===== config.mk =====
export PLATFORM = sky130hd
export DESIGN_NAME = adc_spi_responder_flat
export DESIGN_NICKNAME = d
export VERILOG_FILES = /design/src/rtl/adc_spi_responder_pkg.sv /design/src/rtl/adc_spi_responder_if.sv /design/src/rtl/adc_shift_out.sv /design/src/rtl/adc_spi_responder.sv /design/src/flat_wrapper.sv
export SDC_FILE = /design/constraint.sdc
export NUM_CORES = 1
export LEC_CHECK = 0
export ABC_CLOCK_PERIOD_IN_PS = 2400
export BUFFER_PORTS_ARGS = -buffer_cell sky130_fd_sc_hd__buf_4
export CORE_MARGIN = 5
export CORE_UTILIZATION = 60
export DETAILED_ROUTE_END_ITERATION = 6
export HOLD_SLACK_MARGIN = 0.02
export PLACE_DENSITY = 0.82
export SYNTH_ARGS = -nofsm -noshare
export SYNTH_HDL_FRONTEND = slang
export SYNTH_SLANG_ARGS = --single-unit

===== constraint.sdc =====
create_clock -name sck -period 2.4 [get_ports sck]
set_input_delay 0.12 -clock sck [delete_from_list [all_inputs] [get_ports sck]]
set_output_delay 0.12 -clock sck [all_outputs]
set_load 0.03 [all_outputs]

===== src/rtl/adc_spi_responder_pkg.sv =====
// Shared constants for the ADC SPI responder and its master.
// State codes, default resolution and command frame layout.
package adc_spi_pkg;

  localparam int RES_DEF = 12;

  // Command bit order on sdi, first bit sent first
  localparam int CMD_START = 0;
  localparam int CMD_SGL   = 1;
  localparam int CMD_ODD   = 2;
  localparam int CMD_MSBF  = 3;
  localparam int CMD_LEN   = 4;

  localparam logic [2:0] ST_IDLE  = 3'd0;
  localparam logic [2:0] ST_SGL   = 3'd1;
  localparam logic [2:0] ST_ODD   = 3'd2;
  localparam logic [2:0] ST_MSBF  = 3'd3;
  localparam logic [2:0] ST_NULLB = 3'd4;
  localparam logic [2:0] ST_DATA  = 3'd5;
  localparam logic [2:0] ST_DONE  = 3'd6;
  localparam logic [2:0] ST_LSBF  = 3'd7;

endpackage


===== src/rtl/adc_spi_responder_if.sv =====
// Three-wire SPI bus between the ADC master FSM and a responder.
// Clock (sck) and reset stay plain ports on the modules.
interface adc_spi_if;

  logic cs;
  logic sdi;
  logic sdo;

  modport master (output cs, output sdi, input sdo);
  modport slave  (input cs, input sdi, output sdo);

endinterface


===== src/rtl/adc_shift_out.sv =====
// Loadable rotating shift register with direction select and bit counter.
// Rotation keeps the operand intact so it can be replayed LSB-first.
import adc_spi_pkg::*;

module adc_shift_out #(
  parameter int RES = RES_DEF
) (
  input  logic                   sck,
  input  logic                   reset,
  input  logic                   load,
  input  logic [RES-1:0]         din,
  input  logic                   shift_en,
  input  logic                   lsbf,
  input  logic                   cnt_clr,
  output logic                   sbit,
  output logic [$clog2(RES)-1:0] cnt
);

  logic [RES-1:0] shreg;

  // Load, rotate and count on each sck edge
  always_ff @(posedge sck or negedge reset) begin
    if (!reset) begin
      shreg <= '0;
      cnt   <= '0;
    end else begin
      if (load)
        shreg <= din;
      else if (shift_en)
        shreg <= lsbf ? {shreg[0], shreg[RES-1:1]}
                      : {shreg[RES-2:0], shreg[RES-1]};
      if (cnt_clr)
        cnt <= '0;
      else if (shift_en)
        cnt <= cnt + 1'b1;
    end
  end

  assign sbit = lsbf ? shreg[0] : shreg[RES-1];

endmodule


===== src/rtl/adc_spi_responder.sv =====
// SPI responder emulating a 2-channel serial ADC for master bring-up.
// Optional ADC_LSBF_REPEAT_EN replays the sample LSB-first when MSBF=0.
import adc_spi_pkg::*;

module adc_spi_responder #(
  parameter int RES = RES_DEF
) (
  input  logic           sck,
  input  logic           reset,
  adc_spi_if.slave       spi,
  input  logic [RES-1:0] sample_ch0,
  input  logic [RES-1:0] sample_ch1,
  output logic           frame_done,
  output logic           frame_abort,
  output logic           cfg_sgl,
  output logic           cfg_odd
);

  localparam int CW = $clog2(RES);
  localparam logic [CW-1:0] LAST_D = CW'(RES - 1);
  localparam logic [CW-1:0] LAST_L = CW'(RES - 2);

  logic [2:0]     state;
  logic [RES-1:0] operand;
  logic [RES:0]   d01;
  logic [RES:0]   d10;
  logic           load;
  logic           shift_en;
  logic           cnt_clr;
  logic           lsbf_dir;
  logic           sbit;
  logic [CW-1:0]  cnt;
`ifdef ADC_LSBF_REPEAT_EN
  logic           msbf;
`endif

  assign d01 = {1'b0, sample_ch0} - {1'b0, sample_ch1};
  assign d10 = {1'b0, sample_ch1} - {1'b0, sample_ch0};

  // Operand selection with negative differences clamped to zero
  always_comb begin
    operand = '0;
    unique case (1'b1)
      cfg_sgl & ~cfg_odd:  operand = sample_ch0;
      cfg_sgl &  cfg_odd:  operand = sample_ch1;
      ~cfg_sgl & ~cfg_odd: operand = d01[RES] ? '0 : d01[RES-1:0];
      default:             operand = d10[RES] ? '0 : d10[RES-1:0];
    endcase
  end

  // Shifter controls; the last DATA edge holds so LSBF starts at bit 1
  always_comb begin
    load     = ~spi.cs & (state == ST_MSBF);
    lsbf_dir = (state == ST_LSBF);
    cnt_clr  = (state == ST_NULLB) |
               ((state == ST_DATA) & (cnt == LAST_D));
    shift_en = ((state == ST_DATA) & (cnt != LAST_D)) | lsbf_dir;
  end

  assign spi.sdo = ~spi.cs & sbit &
                   ((state == ST_DATA) | (state == ST_LSBF));

  // Command decode, frame sequencing and status pulses
  always_ff @(posedge sck or negedge reset) begin
    if (!reset) begin
      state       <= ST_IDLE;
      cfg_sgl     <= 1'b0;
      cfg_odd     <= 1'b0;
      frame_done  <= 1'b0;
      frame_abort <= 1'b0;
`ifdef ADC_LSBF_REPEAT_EN
      msbf        <= 1'b0;
`endif
    end else begin
      frame_done  <= 1'b0;
      frame_abort <= 1'b0;
      if (spi.cs) begin
        if (state != ST_IDLE && state != ST_DONE)
          frame_abort <= 1'b1;
        state <= ST_IDLE;
      end else begin
        unique case (state)
          ST_IDLE:  if (spi.sdi) state <= ST_SGL;
          ST_SGL: begin
            cfg_sgl <= spi.sdi;
            state   <= ST_ODD;
          end
          ST_ODD: begin
            cfg_odd <= spi.sdi;
            state   <= ST_MSBF;
          end
          ST_MSBF: begin
`ifdef ADC_LSBF_REPEAT_EN
            msbf  <= spi.sdi;
`endif
            state <= ST_NULLB;
          end
          ST_NULLB: state <= ST_DATA;
          ST_DATA: begin
            if (cnt == LAST_D) begin
`ifdef ADC_LSBF_REPEAT_EN
              state      <= msbf ? ST_DONE : ST_LSBF;
              frame_done <= msbf;
`else
              state      <= ST_DONE;
              frame_done <= 1'b1;
`endif
            end
          end
`ifdef ADC_LSBF_REPEAT_EN
          ST_LSBF: begin
            if (cnt == LAST_L) begin
              state      <= ST_DONE;
              frame_done <= 1'b1;
            end
          end
`endif
          ST_DONE:  state <= ST_DONE;
          default:  state <= ST_IDLE;
        endcase
      end
    end
  end

  adc_shift_out #(.RES(RES)) u_shift (
    .sck      (sck),
    .reset    (reset),
    .load     (load),
    .din      (operand),
    .shift_en (shift_en),
    .lsbf     (lsbf_dir),
    .cnt_clr  (cnt_clr),
    .sbit     (sbit),
    .cnt      (cnt)
  );

endmodule

===== src/flat_wrapper.sv =====
// flat-port wrapper written by rule: the top's interface ports become plain ports
module adc_spi_responder_flat 
#(
  parameter int RES = RES_DEF
)
  (sck, reset, sample_ch0, sample_ch1, frame_done, frame_abort, cfg_sgl, cfg_odd, spi_cs, spi_sdi, spi_sdo);
  adc_spi_if spi_i ();
  input  logic sck;
  input  logic reset;
  input  logic [RES-1:0] sample_ch0;
  input  logic [RES-1:0] sample_ch1;
  output logic frame_done;
  output logic frame_abort;
  output logic cfg_sgl;
  output logic cfg_odd;
  input wire logic [$bits(spi_i.cs)-1:0] spi_cs;
  input wire logic [$bits(spi_i.sdi)-1:0] spi_sdi;
  output wire logic [$bits(spi_i.sdo)-1:0] spi_sdo;
  assign spi_i.cs = spi_cs;
  assign spi_i.sdi = spi_sdi;
  assign spi_sdo = spi_i.sdo;
  adc_spi_responder #(.RES(RES)) u_core (.sck(sck), .reset(reset), .spi(spi_i), .sample_ch0(sample_ch0), .sample_ch1(sample_ch1), .frame_done(frame_done), .frame_abort(frame_abort), .cfg_sgl(cfg_sgl), .cfg_odd(cfg_odd));
endmodule

Word-level counts from Yosys, hierarchy flattened. Index checks and enable logic that the tools add are counted.

Multiplexer cells: 18. Reduce and logical (&&, ||, !) cells: 8. Add/sub/neg operators: 3. Eq/ne operators: 12. Bitwise gates (word level): 14.

Operator list (number): $mux W12 (5); $pmux W12 S3 (1); $sub A12 B12 Y13 (2); $pmux W3 S7 (1); $eq A3 B3 Y1 const B (4); $mux W3 (3); $ne A3 B3 Y1 const B (3); $and A1 B1 Y1 (8); $mux W4 (2); $eq A3 B2 Y1 const B (2); $mux W1 (6); $reduce_and A2 Y1 (3); $add A4 B1 Y4 const B (1); $eq A4 B4 Y1 const B (1); $ne A4 B4 Y1 const B (1); $reduce_bool A2 Y1 (2); $eq A3 B1 Y1 const B (1); $logic_not A3 Y1 (1); $not A1 Y1 (3); $or A1 B1 Y1 (3); $reduce_bool A3 Y1 (1); $logic_and A1 B1 Y1 (1).

Logic and storage cells: 62. Input port bits: 28. Bits in registers: 23. Output and inout port bits: 5.

Logic depth before layout (Yosys ltp). Gate-level depths: netlist (run 1).

Word-level depth: 5. Depth in mapped cells: 11. Depth with buffers taken out: 10.

Hierarchy. A second synthesis (run 1) with hierarchy kept.

Cell total of the unflattened synthesis: 357. Area total of the unflattened synthesis: 2984.1 sq um.

Modules (own cells, without submodules): adc_spi_responder (area each 1981.9 sq um, times used 1, cells an instance 271, seq. area each 175.2 sq um); adc_shift_out (area each 1002.2 sq um, times used 1, cells an instance 86, seq. area each 400.4 sq um).

Least setup slack after synthesis (run 1). Ideal clock, no wire load.

Path type: in2reg. From: in sample_ch1[0]. To: reg u_core.u_shift.shreg[3]. Setup time: 0.126 ns. Setup slack: 0.356 ns. Data required time: 2.274 ns. Buffers on the path: 1. Stages on the path: 11. Data arrival time: 1.918 ns. Cells stage by stage: inv_1 > ha_1 > inv_1 > fa_1 > a21o_1 > a221oi_4 > o21ai_2 > a21o_1 > buf_6 > a221oi_2 > a21oi_1.

Cells in the longest elaborated chain, start to end: 4. Elaborated cells on any way between the ends: 6. Those cells by class: 2 x add/sub; 4 x mux.

Ends and longest elaborated chain: start, declared (line flat_wrapper.sv:11) `input logic [RES-1:0] sample_ch1;`; $sub A12 B12 Y13, on equally long branches (line adc_spi_responder.sv:38, adc_spi_responder.sv:37); $mux W12, on equally long branches (line adc_spi_responder.sv:47, adc_spi_responder.sv:46); $pmux W12 S3 (*) (line adc_spi_responder.sv:43) `unique case (1'b1)`; $mux W12 (*) (line adc_shift_out.sv:27) `if (load)`; end signal, assigned (line adc_shift_out.sv:28) `shreg <= din;`; end signal, assigned (line adc_shift_out.sv:30) `shreg <= lsbf ? {shreg[0], shreg[RES-1:1]}`; end, declared (line adc_shift_out.sv:19) `logic [RES-1:0] shreg;`.

Mark *: on every way between the ends. The rest lies on a longest branch, timed or not. A chain may end at the register's enable or synchronous reset.

Worst setup path in the final report (run 1).
From: in sample_ch1[0]. To: reg u_core.u_shift.shreg[1].

Same word-level chain as after synthesis.

==> results_dict.tcl, run 1 <==
set metrics [dict create \
    synth_xor_area_share_pct 4.719 \
    wl_met1_um 3031 \
    combPwrFrac_pct 51.9 \
    setup.worst_path.end_class "register" \
    fillers 381 \
    grt_max_degree 27 \
    grt_use_total_pct 20.33 \
    rows 24 \
    synth_cell_types 49 \
    syn_inst 362 \
    netlist.area_leader.share_pct 20.67 \
    r2r-start "u_core.state[1]$_DFFE_PN0P_" \
    grt_antenna_before_repair 0 \
    power.leakage_uw 0.001552 \
    maxCapViolations 0 \
    reg2reg_to "u_core.u_shift.shreg[1]$_DFFE_PN0P_" \
    startpoint "sample_ch1[0]" \
    place_ws_ns 0.03691 \
    antenna_cells 0 \
    wl_met3_um 202 \
    fmax_ghz 0.4787 \
    pwr-share-clk_pct 15.1 \
    min_from "spi_cs" \
    power.internal_uw 895.7 \
    hp-class "input pin to register" \
    synth_flop_cell "dfrtp_1" \
    finalSetupViolCount 0 \
    setup_ws_ns 0.3112 \
    cp-start-kind "input pin" \
    reg2reg_slack_ns 0.51 \
    portBuffers 32 \
    slew_headroom_pct 66.73 \
    holdPathEnd "u_core.state[2]$_DFFE_PN0P_" \
    cts_buffers 3 \
    reg2regPathDepth 5 \
    sw_frac_of_total_pct 43.01 \
    clockRootBuffer "clkbuf_8" \
    mostFrequentLayoutCell "a21oi_1" \
    synth_top_cell_by_area "dfrtp_1" \
    cts.sinks 23 \
    worstPathRequired_ns 2.54 \
    synth_top_family_by_area "compound AO/OA/AOI/OAI gates" \
    routedWlPerCell_um 14.40 \
    synth_area_mm2 0.002784 \
    pwr-share-seq_pct 33.0 \
    outcome "completed" \
    wirelength_um 6364 \
    grt_pass1_wl_um 10610 \
    ctsResizeCount 0 \
    vdd_drop_max_mv 0.2641 \
    async_flop_share_pct 100.0 \
    ys_ff_latch 23 \
    clkTransAtPathRegs_ns 0.08 \
    synth_warnings 0 \
    fin_skew_ns 0.003345 \
    cts.path.max_buffers 2 \
    syn_to_final_growth_pct 12.63 \
    worstPathArrival_ns 2.23 \
    synth_nets 417 \
    synth_adder_area_share_pct 12.67 \
    rsz0062_at_grt "no" \
    synth_edf_count 0 \
    initial_core_util_pct 63.07 \
    power.density_mw_per_mm2 501.3 \
    ant_nets 0 \
    drt-initial-drc-count 102 \
    syn_avg_cell_area_um2 7.690 \
    seq_area_frac_synth_pct 20.67 \
    dr.max_layer_used "met4" \
    clk_latency_ns 0.26 \
    critPathKind "input pin to register" \
    wl_met2_um 3097 \
    period_minus_slack_ns 2.089 \
    cts_tree "done" \
    overflow 0 \
    synth_compound_area_share_pct 31.01 \
    ios 33 \
    post-route-util_pct 71.03 \
    setup_tns_ns 0 \
    route.detailed.drc 0 \
    fin_crit_sh_pct 87.03 \
    die_area_mm2 0.006102 \
    slew_violations 0 \
    gp_congestion 0.9848 \
    cts-htree-levels 1 \
    num_vias 2616 \
    dp_hpwl_um 5098 \
    postCtsSetupBuffers 0 \
    drive_above_1_share_pct 15.38 \
    switching_power_uw 676.1 \
    die_w_um 78.12 \
    nets 446 \
    hold_viol_final 0 \
    core_mm2 0.004414 \
    hold_depth 2 \
    tightest_slew_ns 0.4991 \
    muxShareOfSynthArea_pct 6.607 \
    final_cell_mix "a21oi_1, buf_4, nand2_1" \
    die_y_um 78.12 \
    yosys.area_share.simple_pct 16.18 \
    critical_path.max_fanout 8 \
    vias_per_cell 5.919 \
    firstDrtPassIters 4 \
    ys_top_cells_by_area "dfrtp_1, ha_1, a21oi_1" \
    grt_pass1_vias 2408 \
]
## worst max-delay path: stages
cell and delay [ns]:
buf_4 0.12, inv_1 0.05, ha_1 0.16, inv_1 0.06, fa_1 0.40, a21o_1 0.22, a221oi_4 0.26, o21ai_2 0.10
a21o_1 0.31, a221oi_1 0.33, a21oi_1 0.11
## sequential cells by signal (all words and copies together), names as in the netlist
| signal | cells |
|---|---|
| u_core.cfg_sgl | 1 |
| u_core.frame_abort | 1 |
| u_core.state | 3 |
| u_core.u_shift.cnt | 4 |
| u_core.u_shift.shreg | 12 |
| u_core.frame_done | 1 |
| u_core.cfg_odd | 1 |
## cell families after synthesis
kind of cell	Yosys count
and+or+nand+nor	95
DFF	23
xor gates and xnor gates	15
AOI/OAI and AO/OA	130
muxes	18
adders and majority gates	27
buffers and inverters	54
## power groups by stage
stage                     Combinational [µW]  Sequential, µW  Clock [µW]
after global routing                     897             527         252
after detailed placement                 805             524           0
after CTS                                812             518         237
after floorplan                          561             531           0
after global placement                   794             521           0
final                                    815             519         237
## stage by stage
stage / hold slack (ns) / power, µW / cells / cell area, µm²
final: 0.07158 / 1572 / 442 / 3136
after global routing: 0.08271 / 1677 / 442 / 3136
after CTS: 0.06908 / 1567 / 442 / 3136
after detailed placement: 0.02590 / 1330 / 437 / 3080
after global placement: 0.02104 / 1316 / 437 / 3080
after floorplan: -0.1756 / 1092 / 362 / 2784
## layer usage
layer,global-route usage [%],up-vias
met5,0,-
met4,3.547,0
met3,1.716,6
met2,35.68,48
met1,27.48,1212
li1,-,1350
## area by class of cell
type	count	area, µm²	share of cell area, %
multi-input cells	285	1982	63.21
flip-flops and latches	23	575.6	18.36
repair buffers	46	347.8	11.09
inverters	32	120.1	3.831
well taps	52	65.06	2.075
clock buffers	4	45.04	1.437
## worst max-delay path by stage
stage,endpoint,slack (ns)
floorplan,u_core.u_shift.shreg[3]$_DFFE_PN0P_,0.36
global placement,u_core.u_shift.shreg[1]$_DFFE_PN0P_,0.11
detailed placement,u_core.u_shift.shreg[1]$_DFFE_PN0P_,0.04
CTS,u_core.u_shift.shreg[1]$_DFFE_PN0P_,0.30
global route,u_core.u_shift.shreg[6]$_DFFE_PN0P_,0.15
finish,u_core.u_shift.shreg[1]$_DFFE_PN0P_,0.31
## synthesized netlist by cell type, types with 2 or more instances
cell type / count
nand2_1: 34
o22ai_1: 2
fa_1: 2
o211ai_1: 8
xnor2_1: 7
buf_6: 2
o21ai_0: 23
nand3b_1: 3
nor3_1: 6
and3_1: 3
nand2b_1: 3
nand4_1: 3
buf_2: 4
nor2_1: 18
mux2_2: 3
nor2b_1: 7
mux2i_1: 15
ha_1: 25
inv_1: 32
o21a_1: 2
nand3_1: 9
a22oi_1: 2
o21bai_1: 2
a22o_1: 2
a31oi_1: 3
a211oi_1: 5
clkbuf_1: 14
a221oi_2: 5
or3_1: 6
a221oi_1: 4
dfrtp_1: 23
xor2_1: 8
a21o_1: 9
o21ai_1: 5
a21oi_1: 49
## repair_timing
item	in CTS	in global routing
setup endpoints to repair	0	0
hold buffers	1	0
endpoints found under the hold margin	23	0
Power figures use the tool's default switching activity.
==> run 2: changes to the inputs <==
--- a/config.mk
+++ b/config.mk
@@ -12,6 +12,7 @@
 export DETAILED_ROUTE_END_ITERATION = 6
 export HOLD_SLACK_MARGIN = 0.02
 export PLACE_DENSITY = 0.82
+export RECOVER_POWER = 25
 export SYNTH_ARGS = -nofsm -noshare
 export SYNTH_HDL_FRONTEND = slang
 export SYNTH_SLANG_ARGS = --single-unit
==> results_dict.tcl, run 2 (synthesis results as in run 1) <==
set metrics [dict create \
    hp-class "input pin to register" \
    top_regs "u_core.u_shift.shreg (12), u_core.u_shift.cnt (4), u_core.state (3)" \
    finalSetupViolCount 0 \
    crit_path_max_incr_delay_ns 0.40 \
    fin_skew_ns 0.002785 \
    outcome "completed" \
    slew_headroom_pct 20.76 \
    crit_slowest_cell "fa_1" \
    firstDrtPassIters 4 \
    grt_max_degree 27 \
    regArea_um2 575.6 \
    grt_antenna_before_repair 0 \
    worstPathRequired_ns 2.54 \
    antenna_cells 0 \
    ctsResizeCount 0 \
    ant_nets 0 \
    largest_reg_flops 12 \
    setup.worst_path.end_class "register" \
    setup_tns_ns 0 \
    cts.path.max_buffers 2 \
    clkTransAtPathRegs_ns 0.08 \
    grt_use_total_pct 20.33 \
    maxCapViolations 0 \
    ios 33 \
    multiInputGateArea_mm2 0.001982 \
    slew_violations 0 \
    final_cell_mix "a21oi_1, buf_4, nand2_1" \
    hold_viol_final 0 \
    initial_core_util_pct 63.07 \
    drt-initial-drc-count 102 \
    overflow 0 \
    syn_to_final_growth_pct 12.49 \
    route.detailed.drc 0 \
    core_mm2 0.004414 \
    total_power_uw 1569 \
    gp_congestion 0.9848 \
    setup_ws_ns 0.3109 \
    critPathKind "input pin to register" \
    cts_buffers 3 \
    routedWlPerCell_um 14.39 \
    vdd_drop_max_mv 0.2639 \
    grt_pass1_wl_um 10610 \
    period_minus_slack_ns 2.089 \
    cp-start-kind "input pin" \
    power.density_mw_per_mm2 501.1 \
    cts_tree "done" \
    fillers 382 \
    mostFrequentLayoutCell "a21oi_1" \
    die_area_mm2 0.006102 \
    fin_crit_sh_pct 87.05 \
    rsz0062_at_grt "no" \
    die_y_um 78.12 \
    cts.sinks 23 \
    worstPathArrival_ns 2.23 \
    wirelength_um 6361 \
    place_ws_ns 0.03691 \
    nets 446 \
    clk_latency_ns 0.26 \
    dp_hpwl_um 5098 \
    fmax_ghz 0.4787 \
    drive_above_1_share_pct 15.13 \
    portBuffers 32 \
    rows 24 \
    largest-register "u_core.u_shift.shreg" \
    num_vias 2620 \
    grt_pass1_vias 2408 \
    vias_per_cell 5.928 \
    die_w_um 78.12 \
    power.leakage_uw 0.001548 \
    tightest_slew_ns 1.189 \
    clockRootBuffer "clkbuf_8" \
    cts-htree-levels 1 \
    critical_path.max_fanout 8 \
    cp_cell_sequence "buf_4 > inv_1 > ha_1 > inv_1 > fa_1 > a21o_1 > a221oi_4 > o21ai_2 > a21o_1 > a221oi_1 > a21oi_1" \
]
[run 2: changes by cell type in the layout (fill, tap and decap cells not counted), sizes merged]
cell / delta
buf: -1
clkbuf: +1
[run 2: worst paths after layout]
| kind | to | slack, ns | cells past startpoint | from |
|---|---|---|---|---|
| setup / recovery | u_core.u_shift.shreg[1]$_DFFE_PN0P_ | 0.31 | 11 | sample_ch1[0] |
| hold / removal | u_core.state[2]$_DFFE_PN0P_ | 0.07 | 2 | spi_cs |
| setup reg to reg | u_core.u_shift.shreg[1]$_DFFE_PN0P_ | 0.50 | 5 | u_core.state[1]$_DFFE_PN0P_ |
| hold reg to reg | u_core.u_shift.cnt[1]$_DFFE_PN0P_ | 0.55 | 1 | u_core.u_shift.cnt[1]$_DFFE_PN0P_ |
| max in group asynchronous | u_core.u_shift.shreg[11]$_DFFE_PN0P_ | 1.07 | 2 | reset |
| min in group asynchronous | u_core.cfg_sgl$_DFFE_PN0P_ | 0.62 | 2 | reset |
[run 2: power by group]
| group | switching, µW | leakage, µW | internal, µW | total, µW |
|---|---|---|---|---|
| logic | 485 | 0.00121 | 329 | 814 |
| registers | 71.3 | 0.000312 | 448 | 519 |
| clock network | 118 | 0.0000228 | 118 | 236 |
| total | 674 | 0.00155 | 895 | 1570 |
[run 2: per-layer routing]
layer | vias to the layer above | part of all wire, % | track usage [%]
li1 | 1351 | - | -
met5 | - | 0 | 0
met3 | 6 | 3.6 | 1.716
met4 | 0 | 0.53 | 3.547
met2 | 54 | 49 | 35.68
met1 | 1209 | 47 | 27.48
[run 2: area by class of cell]
| cell class | count | share of cell area [%] |
|---|---|---|
| clock buffer | 4 | 1.438 |
| inverter | 32 | 3.835 |
| multi-input combinational | 285 | 63.28 |
| sequential | 23 | 18.38 |
| tap | 52 | 2.078 |
| timing repair buffer | 46 | 10.99 |
[run 2: metrics by stage]
| step | instances | hold slack (ns) | utilization, % | instance area [µm²] |
|---|---|---|---|---|
| final | 442 | 0.07188 | 70.95 | 3132 |
| after global routing | 442 | 0.08271 | 70.95 | 3132 |
| after CTS | 442 | 0.06908 | 71.03 | 3136 |
| after detailed placement | 437 | 0.02590 | 69.78 | 3080 |
| after global placement | 437 | 0.02104 | 69.78 | 3080 |
| after floorplan | 362 | -0.1756 | - | 2784 |
[run 2: repair_timing]
| action | 4_1_cts | 5_1_grt |
|---|---|---|
| endpoints found under the hold margin | 23 | 0 |
| setup buffers | 0 | 0 |
| setup endpoints to repair | 0 | 0 |
| hold buffers | 1 | 0 |
[run 2: critical path: cells and delay by family]
kind | cells | cell delay, ns
adders and majority gates | 2 | 0.56
AOI/OAI and AO/OA | 6 | 1.33
buffers and inverters | 3 | 0.23
==> run 3: changes to the inputs <==
--- a/config.mk
+++ b/config.mk
@@ -5,10 +5,12 @@
 export SDC_FILE = /design/constraint.sdc
 export NUM_CORES = 1
 export LEC_CHECK = 0
+export ABC_AREA = 0
 export ABC_CLOCK_PERIOD_IN_PS = 2400
 export BUFFER_PORTS_ARGS = -buffer_cell sky130_fd_sc_hd__buf_4
 export CORE_MARGIN = 5
 export CORE_UTILIZATION = 60
+export CTS_BUF_LIST = sky130_fd_sc_hd__clkbuf_16
 export DETAILED_ROUTE_END_ITERATION = 6
 export HOLD_SLACK_MARGIN = 0.02
 export PLACE_DENSITY = 0.82
==> results_dict.tcl, run 3 (synthesis results as in run 1) <==
set metrics [dict create \
    outcome "completed" \
    ant_nets 0 \
    final_cell_mix "a21oi_1, buf_4, nand2_1" \
    switching_power_uw 687.0 \
    clk_latency_ns 0.25 \
    nets 446 \
    die_w_um 78.12 \
    core_mm2 0.004414 \
    worstPathRequired_ns 2.53 \
    tightest_slew_ns 1.190 \
    grt_pass1_wl_um 10780 \
    num_vias 2619 \
    initial_core_util_pct 63.07 \
    cts.path.max_buffers 2 \
    wirelength_um 6447 \
    largest_reg_flops 12 \
    maxCapViolations 0 \
    fmax_ghz 0.4760 \
    grt_antenna_before_repair 0 \
    reg2reg_to "u_core.u_shift.shreg[5]$_DFFE_PN0P_" \
    pwr-share-seq_pct 30.9 \
    power.leakage_uw 0.001568 \
    holdPathEnd "u_core.state[2]$_DFFE_PN0P_" \
    overflow 0 \
    ctsHoldBuffers 1 \
    gp_congestion 0.9848 \
    setup_tns_ns 0 \
    finalSetupViolCount 0 \
    ios 33 \
    slew_headroom_pct 20.68 \
    route.detailed.drc 0 \
    worstPathArrival_ns 2.23 \
    hold_depth 2 \
    postCtsSetupBuffers 0 \
    drive_above_1_share_pct 15.13 \
    drt-initial-drc-count 120 \
    fin_crit_sh_pct 87.53 \
    clockRootBuffer "clkbuf_16" \
    place_ws_ns 0.03691 \
    cts_tree "done" \
    cts.sinks 23 \
    slew_violations 0 \
    fin_skew_ns 0.003856 \
    grt_max_degree 27 \
    ctsResizeCount 0 \
    power.density_mw_per_mm2 532.8 \
    syn_to_final_growth_pct 13.71 \
    vias_per_cell 5.925 \
    setup_ws_ns 0.2994 \
    clkTransAtPathRegs_ns 0.06 \
    combPwrFrac_pct 48.4 \
    pwr-share-clk_pct 20.8 \
    reg2regPathDepth 8 \
    cp-start-kind "input pin" \
    reg2reg_slack_ns 0.48 \
    dp_hpwl_um 5098 \
    period_minus_slack_ns 2.101 \
    hold_viol_final 0 \
    top_regs "u_core.u_shift.shreg (12), u_core.u_shift.cnt (4), u_core.state (3)" \
    cts_buffers 3 \
    rows 24 \
    rsz0062_at_grt "no" \
    grt_pass1_vias 2408 \
    vdd_drop_max_mv 0.2729 \
    largest-register "u_core.u_shift.shreg" \
    critPathKind "input pin to register" \
    r2r-start "u_core.u_shift.cnt[0]$_DFFE_PN0P_" \
    power.internal_uw 999.7 \
    sw_frac_of_total_pct 40.73 \
    critical_path.max_fanout 8 \
    min_from "spi_cs" \
    routedWlPerCell_um 14.59 \
    die_area_mm2 0.006102 \
    hp-class "input pin to register" \
    mostFrequentLayoutCell "a21oi_1" \
    cts-htree-levels 1 \
    antenna_cells 0 \
    setup.worst_path.end_class "register" \
    portBuffers 32 \
    grt_use_total_pct 20.71 \
    firstDrtPassIters 4 \
    die_y_um 78.12 \
]
[run 3: changes by cell type in the layout (fill, tap and decap cells not counted), sizes merged]
cell	delta
inv	+1
clkbuf	-1
[run 3: power by group through the flow]
stage	clock [µW]	sequential (µW)	combinational (µW)
finish	350	521	816
global route	371	529	897
CTS	353	520	812
detailed placement	0	524	805
global placement	0	521	794
floorplan	0	531	561
[run 3: final cells by class]
| cell class | instances | area [µm²] |
|---|---|---|
| clock buffers | 3 | 75.07 |
| repair buffers | 46 | 344.1 |
| flip-flops and latches | 23 | 575.6 |
| well taps | 52 | 65.06 |
| fillers | 376 | 1249 |
| inverters | 32 | 120.1 |
| clock inverters | 1 | 3.754 |
| multi-input cells | 285 | 1982 |
[run 3: stage by stage]
stage / cells / util, % / cell area [µm²] / hold WS (ns) / power, µW
final: 442 / 71.71 / 3166 / 0.08468 / 1687
after global routing: 442 / 71.71 / 3166 / 0.09739 / 1796
after CTS: 442 / 71.80 / 3169 / 0.08010 / 1684
after detailed placement: 437 / 69.78 / 3080 / 0.02590 / 1330
after global placement: 437 / 69.78 / 3080 / 0.02104 / 1316
after floorplan: 362 / - / 2784 / -0.1756 / 1092
[run 3: critical path, stage by stage]
cell and delay, ns:
buf_4 0.12, inv_1 0.05, ha_1 0.16, inv_1 0.06
fa_1 0.40, a21o_1 0.22, a221oi_4 0.26, o21ai_2 0.10
a21o_1 0.31, a221oi_1 0.33, a21oi_1 0.11
[run 3: metal layers]
metal | vias to the layer above | track usage [%] | part of all wire (%)
li1 | 1349 | - | -
met1 | 1194 | 28.05 | 46
met2 | 66 | 36.26 | 48
met3 | 10 | 1.716 | 5.1
met4 | 0 | 3.716 | 0.76
met5 | - | 0 | 0
[run 3: worst max-delay path by stage]
stage | slack, ns | cells after the start | endpoint | start
5_1_grt | 0.14 | 11 | u_core.u_shift.shreg[6]$_DFFE_PN0P_ | sample_ch1[0]
3_3_place_gp | 0.11 | 11 | u_core.u_shift.shreg[1]$_DFFE_PN0P_ | sample_ch1[0]
6_report | 0.30 | 11 | u_core.u_shift.shreg[1]$_DFFE_PN0P_ | sample_ch1[0]
4_1_cts | 0.29 | 11 | u_core.u_shift.shreg[1]$_DFFE_PN0P_ | sample_ch1[0]
2_1_floorplan | 0.36 | 11 | u_core.u_shift.shreg[3]$_DFFE_PN0P_ | sample_ch1[0]
3_5_place_dp | 0.04 | 11 | u_core.u_shift.shreg[1]$_DFFE_PN0P_ | sample_ch1[0]
